--- src/rtl/dmem_acc_pkg.sv ---
// Shared encodings for the data-memory access controller: size codes, FSM states,
// memory address width and the alignment rule.
package dmem_acc_pkg;

    localparam int MEM_ADDR_W = 16;

    localparam logic [1:0] SZ_BYTE = 2'b00;
    localparam logic [1:0] SZ_HALF = 2'b01;
    localparam logic [1:0] SZ_WORD = 2'b10;
    localparam logic [1:0] SZ_ILL  = 2'b11;

    typedef enum logic [1:0] {
        IDLE = 2'd0,
        RD   = 2'd1,
        WR   = 2'd2,
        RESP = 2'd3
    } state_e;

    // Illegal size or a lane that straddles its natural boundary.
    function automatic logic bad_align(input logic [1:0] size, input logic [1:0] addr_lo);
        logic bad;
        case (size)
            SZ_BYTE: bad = 1'b0;
            SZ_HALF: bad = addr_lo[0];
            SZ_WORD: bad = (addr_lo != 2'b00);
            default: bad = 1'b1;
        endcase
        return bad;
    endfunction

endpackage

--- src/rtl/dmem_lane_align.sv ---
// Little-endian lane logic: extracts and extends a load lane, and merges store data
// into a read word. Shared by the load path and the read-modify-write path.
module dmem_lane_align
    import dmem_acc_pkg::*;
(
    input  logic [31:0] word,
    input  logic [1:0]  addr_lo,
    input  logic [1:0]  size,
    input  logic        is_unsigned,
    input  logic [31:0] store_data,
    output logic [31:0] load_val,
    output logic [31:0] merge_word
);

    logic [7:0]  byte_s;
    logic [15:0] half_s;

    // Lane select, extension and merge; untouched lanes pass through bit-exact.
    always_comb begin
        byte_s     = word[{addr_lo, 3'b000} +: 8];
        half_s     = addr_lo[1] ? word[31:16] : word[15:0];
        load_val   = word;
        merge_word = word;
        case (size)
            SZ_BYTE: begin
                load_val = is_unsigned ? {24'd0, byte_s} : {{24{byte_s[7]}}, byte_s};
                merge_word[{addr_lo, 3'b000} +: 8] = store_data[7:0];
            end
            SZ_HALF: begin
                load_val = is_unsigned ? {16'd0, half_s} : {{16{half_s[15]}}, half_s};
                merge_word[{addr_lo[1], 4'b0000} +: 16] = store_data[15:0];
            end
            SZ_WORD: begin
                load_val   = word;
                merge_word = store_data;
            end
            default: begin
                load_val   = 32'd0;
                merge_word = word;
            end
        endcase
    end

endmodule

--- src/rtl/dmem_access_ctrl.sv ---
// CPU load/store to single-port word memory controller with read-modify-write for
// sub-word stores. Optional address range check: DMEM_ACC_RANGE_CHECK_EN.
module dmem_access_ctrl
    import dmem_acc_pkg::*;
#(
    parameter int RD_LATENCY = 1,
    parameter int MEM_BYTES  = 65536
) (
    input  logic                  clock,
    input  logic                  reset,
    input  logic                  req_valid,
    output logic                  req_ready,
    input  logic                  req_write,
    input  logic [1:0]            req_size,
    input  logic                  req_unsigned,
    input  logic [31:0]           req_addr,
    input  logic [31:0]           req_wdata,
    output logic                  resp_valid,
    output logic [31:0]           resp_rdata,
    output logic                  resp_err,
    output logic                  mem_write,
    output logic [MEM_ADDR_W-1:0] mem_addr,
    output logic [31:0]           mem_wdata,
    input  logic [31:0]           mem_rdata
);

    localparam logic [1:0] LAT_LAST = 2'(RD_LATENCY - 1);

    state_e                  state_r;
    logic [1:0]              cnt_r;
    logic [1:0]              size_r;
    logic                    write_r;
    logic                    unsigned_r;
    logic [31:0]             wdata_r;
    logic                    req_ready_r;
    logic                    resp_valid_r;
    logic [31:0]             resp_rdata_r;
    logic                    resp_err_r;
    logic                    mem_write_r;
    logic [MEM_ADDR_W-1:0]   mem_addr_r;
    logic [31:0]             mem_wdata_r;
    logic                    range_err_s;
    logic                    err_s;
    logic [31:0]             load_s;
    logic [31:0]             merge_s;

`ifdef DMEM_ACC_RANGE_CHECK_EN
    assign range_err_s = (req_addr >= 32'(MEM_BYTES));
`else
    logic unused_addr_hi_s;
    assign range_err_s      = 1'b0;
    assign unused_addr_hi_s = ^{req_addr[31:MEM_ADDR_W], 32'(MEM_BYTES)};
`endif

    assign err_s = bad_align(req_size, req_addr[1:0]) | range_err_s;

    // mem_rdata feeds the aligner directly; results are only registered on the last RD cycle.
    dmem_lane_align u_align (
        .word        (mem_rdata),
        .addr_lo     (mem_addr_r[1:0]),
        .size        (size_r),
        .is_unsigned (unsigned_r),
        .store_data  (wdata_r),
        .load_val    (load_s),
        .merge_word  (merge_s)
    );

    // Access sequencer; all outputs are registered alongside the state.
    always_ff @(posedge clock or posedge reset) begin
        if (reset) begin
            state_r      <= IDLE;
            cnt_r        <= 2'd0;
            size_r       <= 2'd0;
            write_r      <= 1'b0;
            unsigned_r   <= 1'b0;
            wdata_r      <= 32'd0;
            req_ready_r  <= 1'b1;
            resp_valid_r <= 1'b0;
            resp_rdata_r <= 32'd0;
            resp_err_r   <= 1'b0;
            mem_write_r  <= 1'b0;
            mem_addr_r   <= '0;
            mem_wdata_r  <= 32'd0;
        end else begin
            case (state_r)
                IDLE: begin
                    if (req_valid) begin
                        req_ready_r <= 1'b0;
                        size_r      <= req_size;
                        write_r     <= req_write;
                        unsigned_r  <= req_unsigned;
                        wdata_r     <= req_wdata;
                        if (err_s) begin
                            state_r      <= RESP;
                            resp_valid_r <= 1'b1;
                            resp_err_r   <= 1'b1;
                            resp_rdata_r <= 32'd0;
                        end else if (req_write && (req_size == SZ_WORD)) begin
                            state_r     <= WR;
                            mem_addr_r  <= req_addr[MEM_ADDR_W-1:0];
                            mem_write_r <= 1'b1;
                            mem_wdata_r <= req_wdata;
                        end else begin
                            state_r    <= RD;
                            mem_addr_r <= req_addr[MEM_ADDR_W-1:0];
                            cnt_r      <= LAT_LAST;
                        end
                    end
                end
                RD: begin
                    if (cnt_r == 2'd0) begin
                        if (write_r) begin
                            state_r     <= WR;
                            mem_write_r <= 1'b1;
                            mem_wdata_r <= merge_s;
                        end else begin
                            state_r      <= RESP;
                            resp_valid_r <= 1'b1;
                            resp_err_r   <= 1'b0;
                            resp_rdata_r <= load_s;
                        end
                    end else begin
                        cnt_r <= cnt_r - 2'd1;
                    end
                end
                WR: begin
                    state_r      <= RESP;
                    mem_write_r  <= 1'b0;
                    resp_valid_r <= 1'b1;
                    resp_err_r   <= 1'b0;
                    resp_rdata_r <= 32'd0;
                end
                RESP: begin
                    state_r      <= IDLE;
                    req_ready_r  <= 1'b1;
                    resp_valid_r <= 1'b0;
                    resp_err_r   <= 1'b0;
                    resp_rdata_r <= 32'd0;
                end
                default: begin
                    state_r      <= IDLE;
                    req_ready_r  <= 1'b1;
                    resp_valid_r <= 1'b0;
                    resp_err_r   <= 1'b0;
                    resp_rdata_r <= 32'd0;
                    mem_write_r  <= 1'b0;
                end
            endcase
        end
    end

    assign req_ready  = req_ready_r;
    assign resp_valid = resp_valid_r;
    assign resp_rdata = resp_rdata_r;
    assign resp_err   = resp_err_r;
    assign mem_write  = mem_write_r;
    assign mem_addr   = mem_addr_r;
    assign mem_wdata  = mem_wdata_r;

endmodule

--- config.mk ---
export PLATFORM = sky130hd
export DESIGN_NAME = dmem_access_ctrl
export DESIGN_NICKNAME = d
export VERILOG_FILES = /design/src/rtl/dmem_acc_pkg.sv /design/src/rtl/dmem_lane_align.sv /design/src/rtl/dmem_access_ctrl.sv
export SDC_FILE = /design/constraint.sdc
export NUM_CORES = 1
export LEC_CHECK = 0
export CAP_MARGIN = 20
export CORE_MARGIN = 3
export CORE_UTILIZATION = 44
export DETAILED_ROUTE_END_ITERATION = 7
export PLACE_DENSITY = 0.76
export SLEW_MARGIN = 5
export SYNTH_ARGS = -nofsm -noshare
export SYNTH_HDL_FRONTEND = slang
export SYNTH_SLANG_ARGS = --single-unit
--- constraint.sdc ---
create_clock -name clock -period 4.8 [get_ports clock]
set_input_delay 1.44 -clock clock [delete_from_list [all_inputs] [get_ports clock]]
set_output_delay 1.44 -clock clock [all_outputs]
set_load 0.02 [all_outputs]
---- Yosys cells after proc, flatten, opt, wreduce, memory -nomap -nowiden ----
Cells that the tools add are included.
W data, S select, Z words.
operators by class
  add/sub/neg operators ................... 3
  shifts and indexed selects .............. 5
  muxes and demuxes ....................... 46
  bitwise logic cells ..................... 1
  eq/ne operators ......................... 16
  reductions and logical operators ........ 18
operator list
  cell                       count
  $mux W32                   11
  $pmux W32 S3               3
  $bwmux W32                 2
  $pmux W32 S2               1
  $shift A16 B7 Y32 const A  1
  $shift A8 B7 Y32 const A   1
  $shiftx A16 B7 Y32         1
  $shiftx A32 B6 Y8          1
  $shiftx A8 B7 Y32          1
  $ne A2 B2 Y1 const B       9
  $mux W16                   1
  $mux W2                    8
  $neg A5 Y7                 2
  $mux W1                    13
  $reduce_and A6 Y1          2
  $pmux W1 S3                3
  $eq A2 B2 Y1 const B       4
  $logic_not A2 Y1           4
  $pmux W2 S4                1
  $eq A2 B1 Y1 const B       3
  $reduce_and A2 Y1          3
  $reduce_bool A2 Y1         3
  $reduce_and A5 Y1          1
  $pmux W1 S4                1
  other kinds (9)            9
storage, ports and cells
  output and inout port bits .............. 84
  input port bits ......................... 103
  bits in registers ....................... 124

---- Longest topological paths before layout ----
  depth after elaboration ................. 7
  depth in mapped cells ................... 11
  depth with buffers taken out ............ 7

---- By module ----
From an unflattened synthesis, not the netlist that was laid out.
unflattened totals
  cells, all modules ...................... 759
  area, all modules ....................... 8237.9 µm²
modules (own cells, without submodules)
  module            cells an instance  seq. area each (µm²)  instances  area each (µm²)
  dmem_access_ctrl  428                3104.2                1          5886.9
  dmem_lane_align   331                0.0                   1          2351.0

---- Worst setup path before layout ----
OpenSTA, ideal clock, no wires.
  kind .................................... in2reg
  start ................................... input req_size[0]
  end ..................................... register mem_addr_r[2] (netlist: mem_addr[2])
  library setup time ...................... 128 ps
  path buffers ............................ 1
  cell stages on the path ................. 4
  slack ................................... 2233 ps
  arrival time ............................ 2439 ps
  cell sequence ........................... o31ai_4 -> nand3_2 -> buf_2 -> mux2_1
on the way
  word-level cells in the longest chain between the ends .. 4
RTL lines
  element                               line                     source
  start, declared                       dmem_access_ctrl.sv:14   input logic [1:0] req_size,
  $eq A2 B2 Y1 (tied with other cells)  dmem_acc_pkg.sv:22       case (size)
  $pmux W1 S3 *                         dmem_acc_pkg.sv:22
  $not A1 Y1 (no source line) *         --
  $reduce_and A3 Y1 (no source line) *  --
  end signal, assigned                  dmem_access_ctrl.sv:100  mem_addr_r <= req_addr[MEM_ADDR_W-1:0];
  end signal, assigned                  dmem_access_ctrl.sv:105  mem_addr_r <= req_addr[MEM_ADDR_W-1:0];
  end, declared                         dmem_access_ctrl.sv:40   logic [MEM_ADDR_W-1:0] mem_addr_r;
Every way passes the cells marked *; elsewhere a longest branch is shown, timed or not.
A chain may end at the register's enable or synchronous reset.

---- Worst setup path after layout ----
  start ................................... register mem_addr_r[1] (netlist: mem_addr[1])
  end ..................................... output mem_addr[1]
RTL lines
  element        line                    source
  end, declared  dmem_access_ctrl.sv:22  output logic [MEM_ADDR_W-1:0] mem_addr,
No word-level cell between the ends.

==> key figures <==
Run status
  • Outcome: finished, final reports clean

Yosys
  • Syn Inst Count: 690
  • Synth Flop Type: dfrtp_1
  • Syn. warnings: 0
  • Post-synth EDFFs: 0
  • Top cells by area, synth: dfrtp_1 (45%), mux2_2 (11%), a21oi_1 (6.7%), nor2_1 (2.9%), o21ai_1 (2.9%)
  • Post-Syn Area: 0.00688 sq mm
  • Area leader, netlist: dfrtp_1
  • Synth Net Count: 803
  • Top cell type's share of synthesized area: 0.447
  • Most common cell in the netlist: dfrtp_1
  • Number of synthesized register bits: 124
  • Post-synth cell types: 56
  • Sequential fraction of the synthesis area: 0.451
  • Async set or reset register ratio after synthesis: 1.00
  • Syn avg cell area: 9.98 sq um
  • Post-synth top cells: dfrtp_1 (123), a21oi_1 (92), mux2_2 (68), nor2_1 (54), nand2_1 (46)

Die
  • # IOs: 187
  • Die ar.: 0.0172 sq mm
  • Initial Util: 0.451
  • Die Y: 131 um
  • Placement row count: 45
  • Die W: 131 um
  • Core ar.: 0.0153 sq mm

Global routing
  • Largest net degree at the start of global routing: 50
  • First-pass GRT wire length: 33.0 mm
  • Initial antenna violation count: 0
  • Grt ovf: 0
  • Total GRT Usage: 0.250
  • Vias in the first global route: 6,147

Cells and area
  • Fin nets: 949
  • Antenna diodes: 0
  • Syn-to-layout area delta: 34.7%
  • Post-layout util: 0.608
  • Share of layout cells above drive strength 1: 0.158
  • Filler Cell Count: 1,292

Route
  • DRC Markers: 0
  • First DRT Iteration DRCs: 623
  • Vias: 6,287
  • Antenna Nets Post-Route: 0
  • DR WL/cell: 20.2 um
  • WL final: 21.4 mm
  • Via/cell ratio: 5.94
  • DRT Pass-1 Iters: 5

Critical path
  • WP data arrival: 2.10 ns
  • Crit end category: output port
  • Crit-path slowest cell: dfrtp_1
  • CP Launch Type: register
  • CP Data Required Time: 3.36 ns
  • Bufs and invs on worst path: 1
  • Worst stage delay on the critical path: 0.88 ns
  • CP max FO: 22
  • CP delay by family, top: flip-flops
  • Crit-path cells: clkdlybuf4s50_1
  • Worst Path Class, Setup: reg2out

Clock network
  • CTS Sinks: 124
  • H-tree depth: 4
  • Clock Pin Slew Worst Setup and Hold Paths: 0.06 ns
  • CTS tree: done
  • Post-CTS setup buffer count: 0
  • Root buf cell: clkbuf_16
  • TritonCTS buffer count: 17
  • Clk_lat worst skew: 0.42 ns
  • Post-CTS Hold Fix Bufs: 0
  • Clock Tree Buf Depth: 2
  • Gates resized, CTS repair: 0

Timing
  • Worst rel slew slack: 0.441
  • FMAX: 0.283 GHz
  • Crit share post-route: 0.737
  • Fin Clk Skew: 0.0115 ns
  • RSZ-0062 raised after global routing: false
  • Worst hold slack: 0.478 ns
  • Final Max Tran Viols: 0
  • Final worst path period need: 3.54 ns
  • Slew at the pin closest to its max-slew limit: 0.838 ns
  • Setup TNS Final: 0 ns
  • Final hold violation count: 0
  • # setup viols final: 0

Pwr
  • VDD IR-drop max: 0.328 mV
  • Pleak: 3.69 nW
  • Pwr Density: 732 mW/mm^2

Worst hold path
  • Worst min-delay path class: reg2reg

Run
  • Max_cap viols: 0

Place
  • Port Buf Inserts: 170
  • HPWL after DPL: 14.9 mm
  • Placer Congestion: 0.907
final cells by class:
cell class / count / area [sq um] / share of cell area
Clock buffer: 22 / 464 / 0.0501
Clock inverter: 8 / 118 / 0.0127
Inverter: 27 / 104 / 0.0112
Multi-Input combinational cell: 483 / 3390 / 0.365
Sequential cell: 124 / 3100 / 0.335
Tap cell: 211 / 264 / 0.0285
Timing Repair Buffer: 183 / 1830 / 0.198
routing by layer:
layer,global-route usage,vias to the layer above,share of wire
met2,0.381,306,0.46
met3,0.0600,44,0.087
met5,0,-,0
met1,0.344,3084,0.43
li1,-,2853,-
met4,0.0980,0,0.028
cells by family after synthesis:
group	after synthesis	synth area share
adders and majority gates	10	0.0182
buffers and inverters	83	0.0569
AOI/OAI and AO/OA	260	0.249
and+or+nand+nor	132	0.0934
DFF	124	0.451
muxes	81	0.132
tightest hold or removal path, delay by kind of cell, from the launching register on:
kind,cells,cell delay [ns]
compound gates,1,0.04
flops,1,0.35
simple gates,1,0.05
where the power goes:
| group | internal (W) | leakage (nW) | switching (W) |
|---|---|---|---|
| clock | 0.000833 | 0.286 | 0.000447 |
| sequential | 0.00151 | 1.53 | 0.000450 |
| combinational | 0.00156 | 1.87 | 0.00199 |
| total | 0.00390 | 3.69 | 0.00289 |
flip-flops by register name, indices dropped and copies added (netlist names):
name        cells
wdata_r        32
state_r         2
mem_addr       16
cnt_r           2
resp_rdata     32
resp_valid      1
req_ready       1
write_r         1
unsigned_r      1
mem_write       1
size_r          2
resp_err        1
mem_wdata      32
layout by cell type, fill, tap and decap left out, types with 23 or more instances in the layout:
| cell type | count |
|---|---|
| a21oi_1 | 92 |
| clkdlybuf4s50_1 | 170 |
| dfrtp_1 | 123 |
| inv_1 | 25 |
| mux2_2 | 68 |
| nand2_1 | 46 |
| nor2_1 | 54 |
| o211ai_1 | 23 |
| o21ai_1 | 40 |
| o22ai_1 | 24 |
path summary, 6_finish.rpt:
check	from	end	slack, ns	cells after the start
max reg2reg	mem_addr[1]$_DFFE_PP0P_	mem_wdata[11]$_DFFE_PP0P_	1.68	7
max	mem_addr[1]$_DFFE_PP0P_	mem_addr[1]	1.26	1
min	resp_err$_DFFE_PP0P_	resp_err$_DFFE_PP0P_	0.48	2
max in group asynchronous	reset	write_r$_DFFE_PP0P_	2.48	3
min in group asynchronous	reset	resp_valid$_DFFE_PP0P_	1.44	2
min reg2reg	resp_err$_DFFE_PP0P_	resp_err$_DFFE_PP0P_	0.48	2
metrics by stage:
stage / setup slack, ns / cells / power [W] / cell area [sq um]
detailed placement: 1.28 / 1027 / 0.00546 / 8660
global route: 1.16 / 1058 / 0.00721 / 9270
CTS: 1.28 / 1057 / 0.00677 / 9250
global placement: 1.39 / 1027 / 0.00538 / 8660
finish: 1.26 / 1058 / 0.00679 / 9270
floorplan: 0.0624 / 690 / 0.00429 / 6880
(Power assumes the default switching activity.)
